--- src/rtl/bus_seq_pkg.sv ---
// Shared types, legal parameter ranges and request decoding for the bus
// sequencer's instruction fetch path.
package bus_seq_pkg;

  typedef enum logic [1:0] {
    FOP_INC,
    FOP_JMP,
    FOP_CALL,
    FOP_RET
  } fetch_op_e;

  localparam int ROM_LATENCY_MIN = 1;
  localparam int ROM_LATENCY_MAX = 4;
  localparam int STACK_DEPTH_MIN = 1;
  localparam int STACK_DEPTH_MAX = 16;

  // Qualifier priority: return beats call, call beats jump, jump beats increment.
  function automatic fetch_op_e decode_op(input logic ret_en,
                                          input logic call_en,
                                          input logic jmp_en);
    if (ret_en)       return FOP_RET;
    else if (call_en) return FOP_CALL;
    else if (jmp_en)  return FOP_JMP;
    else              return FOP_INC;
  endfunction

endpackage

--- src/rtl/ret_stack.sv ---
// Bounded LIFO holding subroutine return addresses. Push wins over pop if
// both are requested; flush empties the stack without touching the storage.
module ret_stack #(
  parameter int DEPTH = 4,
  parameter int WIDTH = 8
) (
  input  logic                       clk_i,
  input  logic                       rst_i,
  input  logic                       flush_i,
  input  logic                       push_i,
  input  logic                       pop_i,
  input  logic [WIDTH-1:0]           push_data_i,
  output logic [WIDTH-1:0]           top_o,
  output logic                       full_o,
  output logic                       empty_o,
  output logic [$clog2(DEPTH+1)-1:0] level_o
);

  localparam int LVL_W = $clog2(DEPTH + 1);
  localparam int IDX_W = (DEPTH > 1) ? $clog2(DEPTH) : 1;

  logic [WIDTH-1:0] r_mem [DEPTH];
  logic [LVL_W-1:0] r_level;
  logic [IDX_W-1:0] w_wr_idx;
  logic [IDX_W-1:0] w_top_idx;
  logic             w_do_push;
  logic             w_do_pop;

  assign w_wr_idx  = IDX_W'(r_level);
  assign w_top_idx = IDX_W'(r_level - LVL_W'(1));
  assign w_do_push = push_i && !full_o && !flush_i;
  assign w_do_pop  = pop_i && !empty_o && !flush_i && !push_i;

  assign full_o  = (r_level == LVL_W'(DEPTH));
  assign empty_o = (r_level == '0);
  assign level_o = r_level;
  assign top_o   = r_mem[w_top_idx];

  // Write the pushed return address into the slot just above the current top.
  // NOTE: storage is deliberately not reset; r_level alone defines which
  // entries are valid, so clearing the array would only add reset fan-out.
  always_ff @(posedge clk_i) begin
    if (!rst_i && w_do_push) begin
      r_mem[w_wr_idx] <= push_data_i;
    end
  end

  // Track occupancy; reset and flush both empty the stack.
  // NOTE: sequential state uses non-blocking assignments so every register
  // samples the pre-edge values regardless of statement order.
  always_ff @(posedge clk_i) begin
    if (rst_i || flush_i) begin
      r_level <= '0;
    end else if (w_do_push) begin
      r_level <= r_level + LVL_W'(1);
    end else if (w_do_pop) begin
      r_level <= r_level - LVL_W'(1);
    end
  end

endmodule

--- src/rtl/rom_fetcher.sv ---
// Program counter and fetch sequencer for the instruction ROM: increments,
// relative jumps, call/return through ret_stack, and a read strobe pipeline
// that produces the data-ready pulse ROM_LATENCY cycles after each read.
module rom_fetcher
  import bus_seq_pkg::*;
#(
  parameter int ROM_DEPTH   = 256,
  parameter int JMP_WIDTH   = 8,
  parameter int ROM_LATENCY = 1,
  parameter int STACK_DEPTH = 4
) (
  input  logic                             clk_i,
  input  logic                             rst_i,
  input  logic                             load_start_i,
  input  logic [31:0]                      start_addr_i,
  input  logic                             read_next_i,
  input  logic                             jmp_en_i,
  input  logic                             call_en_i,
  input  logic                             ret_en_i,
  input  logic                             jmp_dir_up_i,
  input  logic [JMP_WIDTH-1:0]             jmp_value_i,
  output logic [31:0]                      rom_addr_o,
  output logic                             rom_rden_o,
  output logic                             rom_data_rdy_o,
  output logic [$clog2(STACK_DEPTH+1)-1:0] stack_lvl_o,
  output logic                             stack_err_o
);

  localparam int ADDR_WIDTH = $clog2(ROM_DEPTH);

  // Elaboration-time rejection of illegal configurations.
  if (ROM_DEPTH < 2 || (ROM_DEPTH & (ROM_DEPTH - 1)) != 0) begin : g_bad_depth
    $fatal(1, "rom_fetcher: ROM_DEPTH must be a power of two >= 2");
  end
  if (ROM_LATENCY < ROM_LATENCY_MIN || ROM_LATENCY > ROM_LATENCY_MAX) begin : g_bad_latency
    $fatal(1, "rom_fetcher: ROM_LATENCY out of range");
  end
  if (STACK_DEPTH < STACK_DEPTH_MIN || STACK_DEPTH > STACK_DEPTH_MAX) begin : g_bad_stack
    $fatal(1, "rom_fetcher: STACK_DEPTH out of range");
  end

  logic [ADDR_WIDTH-1:0]  r_pc;
  logic                   r_err;
  logic [ROM_LATENCY:0]   r_req_sr;

  logic [ADDR_WIDTH-1:0]  w_pc_next;
  logic [ADDR_WIDTH-1:0]  w_pc_inc;
  logic [ADDR_WIDTH-1:0]  w_pc_target;
  logic [ADDR_WIDTH-1:0]  w_offset;
  logic [ADDR_WIDTH-1:0]  w_top;
  logic                   w_err_next;
  logic                   w_req;
  logic                   w_push;
  logic                   w_pop;
  logic                   w_full;
  logic                   w_empty;
  logic                   w_unused_addr_bits;
  fetch_op_e              w_op;

  // Only the low address bits select a ROM word.
  assign w_unused_addr_bits = ^start_addr_i[31:ADDR_WIDTH];

  assign w_op        = decode_op(ret_en_i, call_en_i, jmp_en_i);
  assign w_offset    = ADDR_WIDTH'(jmp_value_i);
  assign w_pc_inc    = r_pc + ADDR_WIDTH'(1);
  assign w_pc_target = jmp_dir_up_i ? (r_pc + w_offset) : (r_pc - w_offset);

  // Next pc, error flag, stack control and request pulse for this cycle.
  // NOTE: every output gets a default before any branch so no path leaves a
  // signal unassigned and no latch is inferred.
  always_comb begin
    w_pc_next  = r_pc;
    w_err_next = r_err;
    w_push     = 1'b0;
    w_pop      = 1'b0;
    w_req      = 1'b0;
    if (load_start_i) begin
      w_pc_next  = start_addr_i[ADDR_WIDTH-1:0];
      w_err_next = 1'b0;
      w_req      = 1'b1;
    end else if (read_next_i) begin
      w_req = 1'b1;
      case (w_op)
        FOP_JMP: w_pc_next = w_pc_target;
        FOP_CALL: begin
          if (!w_full) begin
            w_push    = 1'b1;
            w_pc_next = w_pc_target;
          end else begin
            w_err_next = 1'b1;
          end
        end
        FOP_RET: begin
          if (!w_empty) begin
            w_pop     = 1'b1;
            w_pc_next = w_top;
          end else begin
            w_err_next = 1'b1;
          end
        end
        default: w_pc_next = w_pc_inc;
      endcase
    end
  end

  // Register pc, sticky error and the request shift register; reset flushes it.
  always_ff @(posedge clk_i) begin
    if (rst_i) begin
      r_pc     <= '0;
      r_err    <= 1'b0;
      r_req_sr <= '0;
    end else begin
      r_pc     <= w_pc_next;
      r_err    <= w_err_next;
      r_req_sr <= {r_req_sr[ROM_LATENCY-1:0], w_req};
    end
  end

  ret_stack #(
    .DEPTH (STACK_DEPTH),
    .WIDTH (ADDR_WIDTH)
  ) u_ret_stack (
    .clk_i       (clk_i),
    .rst_i       (rst_i),
    .flush_i     (load_start_i),
    .push_i      (w_push),
    .pop_i       (w_pop),
    .push_data_i (w_pc_inc),
    .top_o       (w_top),
    .full_o      (w_full),
    .empty_o     (w_empty),
    .level_o     (stack_lvl_o)
  );

  assign rom_addr_o     = 32'(r_pc);
  assign rom_rden_o     = r_req_sr[0];
  assign rom_data_rdy_o = r_req_sr[ROM_LATENCY];
  assign stack_err_o    = r_err;

endmodule

--- config.mk ---
export PLATFORM = sky130hd
export DESIGN_NAME = rom_fetcher
export DESIGN_NICKNAME = d
export VERILOG_FILES = /design/src/rtl/bus_seq_pkg.sv /design/src/rtl/ret_stack.sv /design/src/rtl/rom_fetcher.sv
export SDC_FILE = /design/constraint.sdc
export NUM_CORES = 1
export LEC_CHECK = 0
export ABC_AREA = 1
export CORE_MARGIN = 3
export CORE_UTILIZATION = 45
export DETAILED_ROUTE_END_ITERATION = 16
export PLACE_DENSITY_LB_ADDON = 0.12
export SLEW_MARGIN = 20
export SYNTH_ARGS = -nofsm -noshare
export SYNTH_HDL_FRONTEND = slang
export SYNTH_SLANG_ARGS = --single-unit
--- constraint.sdc ---
create_clock -name clk_i -period 3.6 [get_ports clk_i]
set_clock_uncertainty 0.1 [all_clocks]
set_input_delay 1.08 -clock clk_i [delete_from_list [all_inputs] [get_ports clk_i]]
set_output_delay 1.08 -clock clk_i [all_outputs]
set_load 0.1 [all_outputs]
## Word-level counts from Yosys, hierarchy flattened

Memory sizes are Yosys's and may differ from the RTL's.
Cells that the tools add are included.
Widths: inputs -> output; s select.

| word-level totals | value |
|---|---|
| bits in registers | 14 |
| memory bits (writable) | 32 |
| input port bits | 48 |
| word-level logic and storage cells | 63 |
| memories kept | 1 |

Memory list:

| memory | words | width | rd ports | clocked after memory_dff | wr ports | line | text |
|---|---|---|---|---|---|---|---|
| u_ret_stack.r_mem | 4 | 8 | 1 | 0 | 1 | ret_stack.sv:22 | `logic [WIDTH-1:0] r_mem [DEPTH];` |

| operators by class | value |
|---|---|
| add/sub/neg operators | 5 |
| eq/ne operators | 8 |
| mux-type cells | 26 |
| reduce and logical (&&, ||, !) cells | 19 |

Operators by type and width:

| cell | number |
|---|---|
| $mux 8 | 5 |
| $pmux 8 s3 | 1 |
| $mux 1 | 15 |
| $add 8x1->8 const B | 1 |
| $add 8x8->8 | 1 |
| $sub 8x8->8 | 1 |
| $logic_and 1x1->1 | 6 |
| $mux 3 | 2 |
| $ne 3x3->1 const B | 2 |
| $reduce_bool 2->1 | 3 |
| $logic_not 1->1 | 5 |
| $eq 2x2->1 const B | 2 |
| $mux 2 | 2 |
| $ne 2x1->1 const B | 2 |
| $reduce_and 4->1 | 1 |
| $add 3x1->3 const B | 1 |
| $eq 3x3->1 const B | 1 |
| $logic_not 3->1 | 1 |
| $reduce_and 3->1 | 1 |
| $sub 3x1->3 const B | 1 |
| $eq 2x1->1 const B | 1 |
| $pmux 1 s2 | 1 |
| $reduce_or 2->1 | 1 |
| $logic_or 1x1->1 | 1 |

## Logic depth before layout (Yosys ltp)

| depth | value |
|---|---|
| depth after elaboration | 12 |
| gate-level depth with buffers | 20 |
| mapped depth without buffers | 20 |

## By module

Synthesis repeated with hierarchy kept, for this count alone.

| second synthesis, totals | value |
|---|---|
| cell total of the unflattened synthesis | 371 |
| area total of the unflattened synthesis | 3046.7 um^2 |

By module, submodules not included:

| module | times used | cells an instance | area each (um^2) |
|---|---|---|---|
| ret_stack | 1 | 128 | 1530.2 |
| rom_fetcher | 1 | 243 | 1516.5 |

## Worst setup path after synthesis

No wires, ideal clock.

| timing | value |
|---|---|
| path kind | register -> register |
| start point | register u_ret_stack.r_level[0] (netlist: u_ret_stack.level_o[0]) |
| end point | memory u_ret_stack.r_mem[1][0], enable pin |
| library setup time | 371 ps |
| arrival time | 2676 ps |
| data required time | 3129 ps |
| slack | 453 ps |
| cell stages (with the launch flop) | 10 |
| path buffers | 1 |
| period minus slack after synthesis | 3147 ps |
| path through | dfxtp_1 inv_2 buf_2 ha_1 ha_1 nor2_1 inv_2 nor3_2 nand2_1 nor2_1 |

| on the way | value |
|---|---|
| longest elaborated chain between the ends | 10 |
| elaborated cells on any way between the ends | 11 |
| those cells by class | eq/ne: 1; mux: 6; reduce/logical: 4 |

RTL lines:

| item | line | text |
|---|---|---|
| start, declared | ret_stack.sv:23 | `logic [LVL_W-1:0] r_level;` |
| start signal, assigned | ret_stack.sv:55 | `r_level <= r_level + LVL_W'(1);` |
| start signal, assigned | ret_stack.sv:57 | `r_level <= r_level - LVL_W'(1);` |
| $eq 3x3->1 | ret_stack.sv:34 | `assign full_o = (r_level == LVL_W'(DEPTH));` |
| $mux 1 | rom_fetcher.sv:86 | `if (!w_full) begin` |
| $mux 1 | rom_fetcher.sv:83 | `case (w_op)` |
| $mux 1 | rom_fetcher.sv:81 | `end else if (read_next_i) begin` |
| $mux 1 | rom_fetcher.sv:77 | `if (load_start_i) begin` |
| $logic_and 1x1->1 (2 in series) | ret_stack.sv:31 | `assign w_do_push = push_i && !full_o && !flush_i;` |
| $logic_and 1x1->1 | ret_stack.sv:43 | `if (!rst_i && w_do_push) begin` |
| $mux 1 | ret_stack.sv:43 |  |
| $mux 1 (not written as such) | ret_stack.sv:44 | `r_mem[w_wr_idx] <= push_data_i;` |
| end, declared | ret_stack.sv:22 |  |

Parallel ways exist; a longest one is shown, timed or not.

## Worst setup path in the final report

| timing | value |
|---|---|
| start point | input jmp_value_i[0] |
| end point | register r_pc[6] |

| on the way | value |
|---|---|
| longest elaborated chain between the ends | 6 |
| elaborated cells on any way between the ends | 7 |
| those cells by class | add/sub: 2; mux: 5 |

RTL lines:

| item | line | text |
|---|---|---|
| start, declared | rom_fetcher.sv:21 | `input logic [JMP_WIDTH-1:0] jmp_value_i,` |
| $sub 8x8->8 / $add 8x8->8 (equally long branches) | rom_fetcher.sv:66 | `assign w_pc_target = jmp_dir_up_i ? (r_pc + w_offset) : (r_pc - w_offset);` |
| $mux 8 * | rom_fetcher.sv:66 |  |
| $mux 8 | rom_fetcher.sv:86 |  |
| $pmux 8 s3 * | rom_fetcher.sv:83 |  |
| $mux 8 * | rom_fetcher.sv:81 |  |
| $mux 8 * | rom_fetcher.sv:77 |  |
| end signal, assigned | rom_fetcher.sv:113 | `r_pc <= w_pc_next;` |
| end, declared | rom_fetcher.sv:42 | `logic [ADDR_WIDTH-1:0] r_pc;` |

Every way passes the cells marked *; elsewhere a longest branch is shown, timed or not. The select of a mux whose other input is x is not followed.
A chain may end at the register's enable or synchronous reset.

==> results.json <==
{
  "period_needed_ns": 3.31,
  "syn_avg_cell_area_um2": 8.20,
  "synth-main-ff-cell": "edfxtp_1",
  "cp_max_fo": 4,
  "root_buffer": "clkbuf_8",
  "synth_cell_types": 32,
  "maxCapViolations": 0,
  "clkTransAtPathRegs_ns": 0.09,
  "vias_per_cell": 4.87,
  "rows": 28,
  "r2r_slack_ns": 1.33,
  "stdcell_count": 486,
  "area_growth_pct": 16.8,
  "gr-usage-all-layers": 0.175,
  "hpwl_um": 4860,
  "yosys-top-cells-count": "74 x nand2_1, 44 x inv_1, 32 x edfxtp_1",
  "cp-end-kind": "flop",
  "hp-start": "r_req_sr[0]",
  "vias": 2366,
  "core_area_um2": 6170,
  "yosys_register_bits": 46,
  "diodes": 0,
  "grt_overflow": 0,
  "first_iter_violations": 122,
  "cts.sinks": 46,
  "finalCritPeriodShare": 0.920,
  "hold_violations": 0,
  "critPathLaunch": "jmp_value_i[0]",
  "yosysTopAreaCell": "edfxtp_1",
  "grt_max_degree": 23,
  "reg2reg_from": "u_ret_stack.level_o[0]",
  "gp_congestion": 0.822,
  "p_total_uw": 1440,
  "yosysTopAreaCellShare": 0.324,
  "grt_pass1_vias": 2182,
  "fin_tns_setup_ns": 0,
  "post-cts-setup-buffers": 0,
  "clock_latency_ns": 0.29,
  "start_util": 0.481,
  "seq_area_frac_synth": 0.418,
  "drive_gt1_frac": 0.122,
  "drc": 0,
  "postLayoutCellArea_um2": 3470,
  "ir_worst_vdd_mv": 0.246,
  "synth_edf_count": 32,
  "die_w_um": 87.2,
  "tritoncts": "yes",
  "wl_per_cell_um": 13.2,
  "numCtsBuffers": 5,
  "power.leakage_uw": 0.00154,
  "startpoint_type": "input port",
  "synth.most_common_cell": "nand2_1",
  "dpl_cell_area_um2": 3350,
  "synth_cells": 362,
  "io_pins": 86,
  "dr.pass1.iters": 4,
  "async_flop_share": 0,
  "antenna_left": 0,
  "setup_viol_count_final": 0,
  "synth_area_leaders": "edfxtp_1 32%, dfxtp_1 9.4%, nand2_1 9.4%, ha_1 7.6%, buf_4 6.3%",
  "hold_class": "flop to flop",
  "clk_path_buf_depth": 2,
  "cts-htree-levels": 2,
  "crit_required_ns": 3.68,
  "die_y_um": 87.2,
  "rsz0062_at_grt": "no",
  "ys_warn_count": 0,
  "slew_viol_final": 0,
  "wl_um": 6430,
  "nets": 477,
  "grt_pass1_wl_um": 10400,
  "dpl.cell_count": 478,
  "synth_area_um2": 2970,
  "die_area_um2": 7610,
  "worstSetupPathType": "input port to flop",
  "port_buffers": 37,
  "fmax_ghz": 0.302,
  "cp_data_arrival_time_ns": 3.39,
  "power_density_nw_per_um2": 414,
  "antenna_found_initial": 0,
  "status": "completed"
}
==> timing repair <==
| action | in CTS | in global routing |
|---|---|---|
| endpoints found under the hold margin | 0 | 0 |
| endpoints found under the setup margin | 0 | 1 |
| resized for setup | 0 | 1 |
| hold buffers | 0 | 0 |
==> layer usage <==
metal / up-vias / share of wire / global-route usage
met5: - / 0 / 0
met4: 0 / 0.0028 / 0.0293
met3: 2 / 0.070 / 0.0303
met2: 66 / 0.44 / 0.277
met1: 1056 / 0.49 / 0.254
li1: 1242 / - / -
==> cell usage in the layout (no fill, tap or decap), types with 4 or more instances in the layout <==
master,n
a21oi_1,21
buf_4,27
clkbuf_8,5
clkdlybuf4s50_1,23
conb_1,24
dfxtp_1,14
edfxtp_1,32
ha_1,18
inv_1,44
inv_2,8
nand2_1,74
nand3_1,21
nor2_1,30
o211ai_1,5
o21ai_0,18
o21ai_1,7
o22ai_1,4
xor2_1,9
==> logic make-up after synthesis <==
family	after synthesis	share of synthesized area
adders and majority gates	19	0.0826
AOI/OAI and AO/OA	64	0.121
DFF	46	0.418
xor gates and xnor gates	12	0.0354
buffers and inverters	84	0.142
and+or+nand+nor	136	0.199
other	1	0.00126
==> flip-flops by register name, indices dropped and copies added, names as in the netlist <==
name and cells:
r_pc 8, r_req_sr 2, u_ret_stack.r_mem 32, u_ret_stack.level_o 3, stack_err_o 1
==> path summary, 6_finish.rpt <==
path         depth (start not counted)                      end
min reg2reg                          2              r_req_sr[1]
max                                 17                  r_pc[6]
min                                  2              r_req_sr[1]
max reg2reg                          9  u_ret_stack.r_mem[2][4]
==> area by class of cell <==
type / instances / area, µm²
clock inverter: 2 / 37.5
tap: 75 / 93.8
clock buffer: 6 / 72.6
sequential: 46 / 1240
inverter: 52 / 195
multi-input combinational: 255 / 1390
fill: 588 / 2700
timing repair buffer: 50 / 433
==> metrics by stage <==
| stage | util | worst slack [ns] | hold WS [ns] |
|---|---|---|---|
| final | 0.562 | 0.289 | 0.330 |
| after detailed placement | 0.544 | -0.0514 | 0.325 |
| after global placement | 0.544 | -0.0316 | 0.313 |
| after CTS | 0.562 | 0.266 | 0.338 |
| after floorplan | - | 0.453 | 0.596 |
| after global routing | 0.562 | 0.0274 | 0.367 |
==> report_power, final <==
part | leakage, µW | internal [µW] | switching (µW) | total, µW
sequential | 0.000402 | 584 | 17.7 | 602
clock | 0.0000514 | 207 | 176 | 383
combinational | 0.00109 | 117 | 334 | 451
total | 0.00154 | 908 | 528 | 1440
==> critical path: stages <==
cell             delay [ns]
clkdlybuf4s50_1        0.49
inv_2                  0.04
ha_1                   0.27
inv_1                  0.03
o21ai_0                0.19
inv_1                  0.09
fa_1                   0.40
inv_1                  0.12
nand4_1                0.16
nand3_1                0.12
nand2_1                0.05
nand3_1                0.06
nand2_1                0.05
nand2_1                0.06
nand2_1                0.05
nand2_1                0.07
a21oi_1                0.05
Note: power is estimated with default switching activity, not from simulation.
